===== src/rtl/sdio_data_control.sv =====
// SDIO data-path sequencer: splits a CMD53 transfer into per-block PHY activations with gaps, CRC tokens and abort.
// Optional build macro SDIO_DATA_TIMEOUT_EN adds a per-block ACTIVE watchdog and the o_timeout output.
module sdio_data_control #(
  parameter int GAP_CYCLES     = 2,
  parameter int TIMEOUT_CYCLES = 65535
) (
  input  logic        clk,
  input  logic        rst,
  input  logic        i_xfer_start,
  input  logic        i_write_flag,
  input  logic        i_block_mode,
  input  logic [8:0]  i_byte_count,
  input  logic [11:0] i_block_size,
  input  logic [8:0]  i_block_count,
  input  logic        i_abort,
  output logic        o_busy,
  output logic        o_done,
  output logic        o_aborted,
  output logic        o_crc_error,
  output logic [8:0]  o_blocks_done,
  output logic        o_crc_status_stb,
  output logic [2:0]  o_crc_status,
  output logic        o_phy_activate,
  output logic        o_phy_write_flag,
  output logic [12:0] o_phy_data_count,
  input  logic        i_phy_finished,
  input  logic        i_phy_crc_good,
`ifdef SDIO_DATA_TIMEOUT_EN
  output logic        o_timeout,
`endif
  output logic [2:0]  o_dbg_state
);

  typedef enum logic [2:0] {
    S_IDLE    = 3'd0,
    S_SETUP   = 3'd1,
    S_ACTIVE  = 3'd2,
    S_RELEASE = 3'd3,
    S_GAP     = 3'd4,
    S_DONE    = 3'd5
  } state_e;

  localparam int                GAP_W    = $clog2(GAP_CYCLES + 1);
  localparam logic [GAP_W-1:0]  GAP_LAST = GAP_W'(GAP_CYCLES - 1);
  localparam logic [2:0]        TOK_GOOD = 3'b010;
  localparam logic [2:0]        TOK_BAD  = 3'b101;

  if (GAP_CYCLES < 1) begin : g_bad_gap
    $error("GAP_CYCLES must be at least 1");
  end
  if (TIMEOUT_CYCLES < 1 || TIMEOUT_CYCLES > 65535) begin : g_bad_timeout
    $error("TIMEOUT_CYCLES must fit a 16-bit counter");
  end

  state_e           state_q, state_d;
  logic             write_q, write_d;
  logic             block_mode_q, block_mode_d;
  logic [12:0]      len_q, len_d;
  logic [8:0]       block_count_q, block_count_d;
  logic [8:0]       blocks_done_q, blocks_done_d;
  logic             aborted_q, aborted_d;
  logic             crc_error_q, crc_error_d;
  logic             stb_q, stb_d;
  logic [2:0]       token_q, token_d;
  logic [GAP_W-1:0] gap_cnt_q, gap_cnt_d;
`ifdef SDIO_DATA_TIMEOUT_EN
  localparam logic [15:0] TO_LAST = 16'(TIMEOUT_CYCLES - 1);
  logic [15:0]      to_cnt_q, to_cnt_d;
  logic             timeout_q, timeout_d;
`endif

  // PHY handshake: activate is held high from ACTIVE entry until the cycle after
  // i_phy_finished is seen; count/flag are registered before SETUP and held.
  always_comb begin
    state_d       = state_q;
    write_d       = write_q;
    block_mode_d  = block_mode_q;
    len_d         = len_q;
    block_count_d = block_count_q;
    blocks_done_d = blocks_done_q;
    aborted_d     = aborted_q;
    crc_error_d   = crc_error_q;
    stb_d         = 1'b0;
    token_d       = token_q;
    gap_cnt_d     = gap_cnt_q;
`ifdef SDIO_DATA_TIMEOUT_EN
    to_cnt_d      = to_cnt_q;
    timeout_d     = timeout_q;
`endif

    case (state_q)
      S_IDLE: begin
        if (i_xfer_start) begin
          write_d       = i_write_flag;
          block_mode_d  = i_block_mode;
          block_count_d = i_block_count;
          if (i_block_mode) begin
            len_d = (i_block_size == 12'd0) ? 13'd2048 : {1'b0, i_block_size};
          end else begin
            len_d = (i_byte_count == 9'd0) ? 13'd512 : {4'd0, i_byte_count};
          end
          aborted_d     = 1'b0;
          crc_error_d   = 1'b0;
          blocks_done_d = 9'd0;
`ifdef SDIO_DATA_TIMEOUT_EN
          timeout_d     = 1'b0;
`endif
          state_d       = S_SETUP;
        end
      end

      S_SETUP: begin
`ifdef SDIO_DATA_TIMEOUT_EN
        to_cnt_d = 16'd0;
`endif
        state_d = S_ACTIVE;
      end

      S_ACTIVE: begin
`ifdef SDIO_DATA_TIMEOUT_EN
        to_cnt_d = to_cnt_q + 16'd1;
`endif
        if (i_phy_finished) begin
          blocks_done_d = blocks_done_q + 9'd1;
          if (write_q) begin
            stb_d   = 1'b1;
            token_d = i_phy_crc_good ? TOK_GOOD : TOK_BAD;
            if (!i_phy_crc_good) crc_error_d = 1'b1;
          end
          state_d = S_RELEASE;
        end
`ifdef SDIO_DATA_TIMEOUT_EN
        else if (to_cnt_q == TO_LAST) begin
          timeout_d = 1'b1;
          state_d   = S_DONE;
        end
`endif
      end

      S_RELEASE: begin
        gap_cnt_d = '0;
        if (crc_error_q || !block_mode_q ||
            (block_count_q != 9'd0 && blocks_done_q == block_count_q)) begin
          state_d = S_DONE;
        end else begin
          state_d = S_GAP;
        end
      end

      S_GAP: begin
        if (gap_cnt_q == GAP_LAST) begin
          state_d = S_SETUP;
        end else begin
          gap_cnt_d = gap_cnt_q + 1'b1;
        end
      end

      S_DONE: state_d = S_IDLE;

      default: state_d = S_IDLE;
    endcase

    // Abort overrides the next state but keeps any block completion recorded above.
    if (i_abort && state_q != S_IDLE && state_q != S_DONE) begin
      aborted_d = 1'b1;
      state_d   = S_DONE;
    end
  end

  always_ff @(posedge clk) begin
    if (rst) begin
      state_q       <= S_IDLE;
      write_q       <= 1'b0;
      block_mode_q  <= 1'b0;
      len_q         <= 13'd0;
      block_count_q <= 9'd0;
      blocks_done_q <= 9'd0;
      aborted_q     <= 1'b0;
      crc_error_q   <= 1'b0;
      stb_q         <= 1'b0;
      token_q       <= 3'd0;
      gap_cnt_q     <= '0;
`ifdef SDIO_DATA_TIMEOUT_EN
      to_cnt_q      <= 16'd0;
      timeout_q     <= 1'b0;
`endif
    end else begin
      state_q       <= state_d;
      write_q       <= write_d;
      block_mode_q  <= block_mode_d;
      len_q         <= len_d;
      block_count_q <= block_count_d;
      blocks_done_q <= blocks_done_d;
      aborted_q     <= aborted_d;
      crc_error_q   <= crc_error_d;
      stb_q         <= stb_d;
      token_q       <= token_d;
      gap_cnt_q     <= gap_cnt_d;
`ifdef SDIO_DATA_TIMEOUT_EN
      to_cnt_q      <= to_cnt_d;
      timeout_q     <= timeout_d;
`endif
    end
  end

  assign o_busy           = (state_q == S_SETUP) || (state_q == S_ACTIVE) ||
                            (state_q == S_RELEASE) || (state_q == S_GAP);
  assign o_done           = (state_q == S_DONE);
  assign o_phy_activate   = (state_q == S_ACTIVE);
  assign o_aborted        = aborted_q;
  assign o_crc_error      = crc_error_q;
  assign o_blocks_done    = blocks_done_q;
  assign o_crc_status_stb = stb_q;
  assign o_crc_status     = token_q;
  assign o_phy_write_flag = write_q;
  assign o_phy_data_count = len_q;
  assign o_dbg_state      = state_q;
`ifdef SDIO_DATA_TIMEOUT_EN
  assign o_timeout        = timeout_q;
`endif

endmodule


===== config.mk =====
export PLATFORM = sky130hd
export DESIGN_NAME = sdio_data_control
export DESIGN_NICKNAME = d
export VERILOG_FILES = /design/src/rtl/sdio_data_control.sv
export SDC_FILE = /design/constraint.sdc
export NUM_CORES = 1
export LEC_CHECK = 0
export ABC_AREA = 0
export CAP_MARGIN = 20
export CORE_ASPECT_RATIO = 1.75
export CORE_MARGIN = 4
export CORE_UTILIZATION = 42
export CTS_BUF_LIST = sky130_fd_sc_hd__clkbuf_2 sky130_fd_sc_hd__clkbuf_4 sky130_fd_sc_hd__clkbuf_8
export CTS_CLUSTER_DIAMETER = 40
export DETAILED_ROUTE_END_ITERATION = 8
export GPL_TIMING_DRIVEN = 0
export PLACE_DENSITY = 0.79
export SLEW_MARGIN = 40
export SYNTH_ARGS = -nofsm -noshare
export SYNTH_HDL_FRONTEND = slang
export SYNTH_SLANG_ARGS = --single-unit

===== constraint.sdc =====
create_clock -name clk -period 1.45 [get_ports clk]
set_input_delay 0.145 -clock clk [delete_from_list [all_inputs] [get_ports clk]]
set_output_delay 0.145 -clock clk [all_outputs]
set_load 0.03 [all_outputs]

==> run_results.csv, run 1 <==
group,metric,value,unit
timing,hold_viol_final,0,
yosys,ys_seq_area_share,40.95,%
place,port_buffers,71,
yosys,syn-cell-area,2053,um^2
clock_tree,cts_buffer_depth,2,
floorplan,start_util,43.62,%
floorplan,top_level_ports,73,
detailed_routing,vias,2122,
cells_and_area,regArea,864.6,um^2
yosys,ys.flop_type,"dfxtp_1",
place,hpwl,4348,um
yosys,synth_nets,284,
timing,rsz0062_at_grt,"true",
yosys,avgSynthCellArea,8.415,um^2
grt,track_usage,19.27,%
yosys,synth_top_area_share,40.95,%
yosys,netlist_instances,244,
detailed_routing,vias_per_cell,5.469,
floorplan,die_width,60.86,um
yosys,yosys.area.top_type,"dfxtp_1",
power_and_ir_drop,power.density,1321,nW/um^2
clock_tree,cts.sinks,42,
cells_and_area,n_fill_cell,416,
cells_and_area,area_growth,53.14,%
flow_run,drv_cap,0,
yosys,synth.most_common_cell,"dfxtp_1",
power_and_ir_drop,leakage,1.398,nW
detailed_routing,ant_nets,0,
worst_setup_path,cp.required,1.69,ns
floorplan,die-area,6116,um^2
yosys,synth_edf_count,0,
timing,skew,0.005501,ns
timing,final_max_slew_viol_count,0,
yosys,synth_cell_types,47,
status,violations,"negative setup slack",
grt,grt_pass1_vias,2058,
cells_and_area,multi_input_area,1190,um^2
cells_and_area,antenna_cells,0,
detailed_routing,drt-initial-drc-count,37,
timing,max_freq,660.7,MHz
timing,tns,-0.08256,ns
grt,grt_max_degree,15,
worst_setup_path,setup.worst_path.start_class,"flop",
detailed_routing,wl_per_cell,14.90,um
timing,setup_viol,2,
clock_tree,cts-root-buf,"clkbuf_8",
yosys,ys_warn_count,0,
detailed_routing,dr.pass1.iters,4,
clock_tree,h-tree-depth,2,
worst_hold_path,hp-class,"in -> reg",
worst_setup_path,cp-end-kind,"flop",
power_and_ir_drop,ir_drop,1.143,mV
cells_and_area,nNetsFinal,375,
detailed_routing,routed_wl,5780,um
clock_tree,clkLatencyLatePin,0.30,ns
grt,grt_overflow_total,0,
floorplan,fp-row-count,33,
clock_tree,postCtsHoldBufs,0,
yosys,async_reset_ff_share,0,%
cells_and_area,drive_above_1_share,20.24,%
yosys,yosys-top-cells-count,"42 x dfxtp_1, 32 x nand2_1, 25 x nor2_1",
clock_tree,cts_buffers,5,
floorplan,coreArea,4707,um^2
power_and_ir_drop,finalPower,0.004154,W
timing,final.setup.worst_slack,-0.06350,ns
status,status,"complete, but fails checks",
timing,fin_crit_sh,104.4,%
worst_setup_path,crit_fanout,7,
grt,antenna_found_initial,0,
yosys,synth-seq-cells,42,
yosys,ys_top_cells_by_area,"dfxtp_1 41%, nand2_1 5.9%, mux2i_1 5.4%",
floorplan,die_height,100.5,um
detailed_routing,drc_errors,0,
worst_setup_path,cp.arrival,1.75,ns
clock_tree,cts_tree,"done",
place,gp_congestion,0.8407,
clock_tree,clkTransAtPathRegs,0.08,ns
worst_setup_path,crit_type,"reg -> reg",
timing,timing.final.crit_period,1.513,ns
grt,grt_pass1_wl,9018,um
## per-layer routing
metal  routed length (um)  vias up  track usage [%]
met5                    0        -                0
met4                  142        0            8.013
met1                 2115      977            19.17
met3                  436       15            6.026
li1                     -     1058                -
met2                 3086       72            35.12
## state kept, by name, summed over array words and instances (netlist names)
| signal | flops |
|---|---|
| o_dbg_state | 3 |
| o_crc_status_stb | 1 |
| o_crc_error | 1 |
| gap_cnt_q | 2 |
| o_aborted | 1 |
| block_count_q | 9 |
| o_crc_status | 2 |
| o_blocks_done | 9 |
| block_mode_q | 1 |
| o_phy_data_count | 12 |
| o_phy_write_flag | 1 |
## layout make-up
cell class                      instances  area share, %
Buffer                                 16          4.218
Clock buffer                            5          2.189
Clock inverter                          3         0.6765
Inverter                                5         0.5969
Multi-Input combinational cell        180          37.84
Sequential cell                        42          27.50
Tap cell                               52          2.069
Timing Repair Buffer                   85          24.91
## worst max-delay path, cell delays in order (launching register included)
cell	delay [ns]
dfxtp_2	0.45
nor4b_4	0.08
or2_0	0.21
clkbuf_8	0.14
or4_1	0.50
nand2_1	0.08
## where the power goes
part / internal (W) / switching [W]
clock: 0.000339 / 0.000434
combinational: 0.000879 / 0.00102
sequential: 0.00133 / 0.000154
total: 0.00255 / 0.00161
## layout by cell type (no fill, tap or decap), drive strengths merged, types with 3 or more instances in the layout
master         Yosys  routed
inv                5       5
nor2              25      25
buf                9      26
dfxtp             42      42
nand3              6       6
clkbuf             8      12
dlygate4sd2        0      31
nor3               4       4
o21ai              4       4
nor4               8       8
nand4              3       3
and2               4       4
mux2i             11      11
or4                3       3
a211oi            12      12
xor2              12      12
nand2             32      32
clkdlybuf4s50      0      35
a21oi             21      21
## metrics by stage
step / area (um^2) / worst slack (ns) / hold WS (ns) / util [%] / cells
CTS: 3039 / -0.06940 / 0.3416 / 64.57 / 383
floorplan: 2087 / 0.006025 / 0.2121 / - / 244
finish: 3144 / -0.06350 / 0.3548 / 66.80 / 388
global placement: 2863 / -0.3810 / 0.4413 / 60.82 / 367
global route: 3144 / -0.08139 / 0.3536 / 66.80 / 388
detailed placement: 2863 / -0.3933 / 0.4561 / 60.82 / 367
## kinds of logic (layout without fill, tap and decap cells)
group / count (synthesis) / after routing / synth area share, %
buffers and inverters: 22 / 114 / 4.875
multiplexers: 12 / 12 / 6.094
AND/OR/NAND/NOR: 101 / 101 / 25.17
flip-flops: 42 / 42 / 40.95
AO/OA/AOI/OAI: 50 / 50 / 15.54
adder cells (fa/ha/maj): 2 / 2 / 1.219
other: 1 / 1 / 0.1826
XOR/XNOR: 14 / 14 / 5.972
## final timing paths
path / from / end / slack, ns / depth (start not counted)
hold reg to reg: block_mode_q / block_mode_q / 0.47 / 2
hold / removal: i_phy_finished / o_blocks_done[0] / 0.35 / 3
setup reg to reg: o_dbg_state[2] / o_blocks_done[6] / -0.06 / 5
setup / recovery: o_dbg_state[2] / o_blocks_done[6] / -0.06 / 5
## repair_timing
action                                 in CTS  in global routing
setup buffers                               9                  5
endpoints found under the hold margin       0                  0
cloned                                      0                  1
setup endpoints to repair                  66                 34
pin swaps                                   9                  7
gates resized for setup                    74                 29
No activity file was read; power rests on OpenSTA's default activity.
==> inputs of run 2 (changes only) <==
- CORE_MARGIN: 4 -> not set
==> run 2 against run 1 <==
Effect of this change:
- the flow still finishes with violations (negative setup slack)
- global-route usage grew 5.0 points
- highest routed layer unchanged
- final area is 1.9% higher
- sequential power barely moved
- combinational power is essentially flat
- clock-buffer cell count unchanged
==> run_results.csv, run 2 (same netlist as run 1, synthesis figures left out) <==
group,metric,value,unit
status,status,"complete, but fails checks",
status,violations,"negative setup slack",
timing,hold_viol_final,0,
grt,antenna_found_initial,0,
floorplan,fp-row-count,33,
clock_tree,clkLatencyLatePin,0.30,ns
cells_and_area,area_growth,56.12,%
timing,fin_crit_sh,100.7,%
worst_setup_path,crit_type,"reg -> out",
clock_tree,postCtsHoldBufs,0,
timing,max_freq,684.9,MHz
worst_setup_path,rrSetupSlack,0,ns
floorplan,top_level_ports,73,
place,hpwl,4178,um
cells_and_area,nNetsFinal,376,
power_and_ir_drop,power.density,1358,nW/um^2
timing,final_max_slew_viol_count,0,
clock_tree,clkTransAtPathRegs,0.09,ns
cells_and_area,drive_above_1_share,21.36,%
clock_tree,cts_buffers,5,
cells_and_area,fin_cells,389,
floorplan,die_height,94.50,um
place,port_buffers,71,
grt,track_usage,24.30,%
floorplan,start_util,43.62,%
grt,grt_pass1_vias,2069,
timing,final.setup.worst_slack,-0.01017,ns
detailed_routing,vias,2145,
detailed_routing,wl_per_cell,15.38,um
detailed_routing,dr_wl_met3,380,um
detailed_routing,vias_per_cell,5.514,
detailed_routing,met1_length,2152,um
clock_tree,cts.sinks,42,
flow_run,drv_cap,0,
power_and_ir_drop,leakage,1.421,nW
clock_tree,h-tree-depth,2,
worst_hold_path,hp-class,"in -> reg",
power_and_ir_drop,ir_drop,0.9950,mV
grt,grt_max_degree,15,
clock_tree,cts_tree,"done",
worst_setup_path,setup.worst_path.start_class,"flop",
detailed_routing,ant_nets,0,
place,dpl.cell_count,367,
detailed_routing,dr.pass1.iters,4,
grt,grt_pass1_wl,9163,um
cells_and_area,antenna_cells,0,
timing,setup_viol,3,
detailed_routing,drc_errors,0,
worst_setup_path,cp.arrival,1.32,ns
floorplan,die-area,5184,um^2
cells_and_area,largest_reg_flops,12,
floorplan,coreArea,4707,um^2
worst_setup_path,cp.required,1.31,ns
timing,timing.final.crit_period,1.460,ns
timing,tns,-0.01504,ns
cells_and_area,final_common_cell,"clkdlybuf4s50_1",
cells_and_area,final_cell_mix,"35 x clkdlybuf4s50_1, 33 x dfxtp_1, 32 x nand2_1, 30 x dlygate4sd2_1, 23 x nor2_1",
grt,grt_overflow_total,0,
detailed_routing,dr_wl_met2,3313,um
detailed_routing,routed_wl,5983,um
detailed_routing,drt-initial-drc-count,26,
timing,whs,0.3387,ns
place,gp_congestion,0.8165,
detailed_routing,top_layer,"met4",
floorplan,die_width,54.86,um
worst_setup_path,crit_fanout,8,
timing,rsz0062_at_grt,"true",
clock_tree,cts_buffer_depth,2,
timing,skew,0.005168,ns
clock_tree,cts-root-buf,"clkbuf_8",
worst_setup_path,cp-end-kind,"primary output",
## run 2: through the flow
step | setup WS (ns) | area, um^2 | power, W | util (%)
3_3_place_gp | -0.3745 | 2863 | 0.003102 | 60.82
2_1_floorplan | 0.006025 | 2087 | 0.002538 | -
3_5_place_dp | -0.3914 | 2863 | 0.003124 | 60.82
6_report | -0.01017 | 3206 | 0.004353 | 68.10
5_1_grt | -0.06033 | 3206 | 0.004572 | 68.10
4_1_cts | -0.04139 | 3022 | 0.004132 | 64.19
## run 2: final cells by class
cell class | instances | area [um^2]
Clock buffer | 5 | 68.82
Multi-Input combinational cell | 180 | 1211
Inverter | 5 | 18.77
Buffer | 16 | 130.1
Clock inverter | 3 | 43.79
Sequential cell | 42 | 864.6
Fill cell | 404 | 1501
Timing Repair Buffer | 86 | 803.3
Tap cell | 52 | 65.06
## run 2: worst paths after layout
| kind | from | to | cells after the start |
|---|---|---|---|
| max | o_dbg_state[1] | o_done | 4 |
| min | i_phy_finished | o_blocks_done[1] | 3 |
| max reg2reg | o_dbg_state[1] | o_blocks_done[8] | 4 |
| min reg2reg | o_phy_data_count[10] | o_phy_data_count[10] | 2 |
## run 2: layer usage
| metal | track usage (%) | vias to the layer above |
|---|---|---|
| met4 | 8.761 | 0 |
| met5 | 0 | - |
| met3 | 7.246 | 15 |
| li1 | - | 1049 |
| met2 | 43.17 | 84 |
| met1 | 25.40 | 997 |
## run 2: critical path, stage by stage, from the launching register on
cell	delay, ns
dfxtp_4	0.39
buf_8	0.13
buf_8	0.13
nor3b_2	0.18
buf_4	0.18
## run 2: what timing repair did
item                       CTS  global route
cloned                       0             2
pin swaps                    4             5
setup endpoints to repair   65            34
resized for setup           74            35
setup buffers                3            10
## run 2: report_power, final
part	switching (W)	internal [W]
Sequential	0.000168	0.00133
Clock	0.000457	0.000514
Combinational	0.00102	0.000864
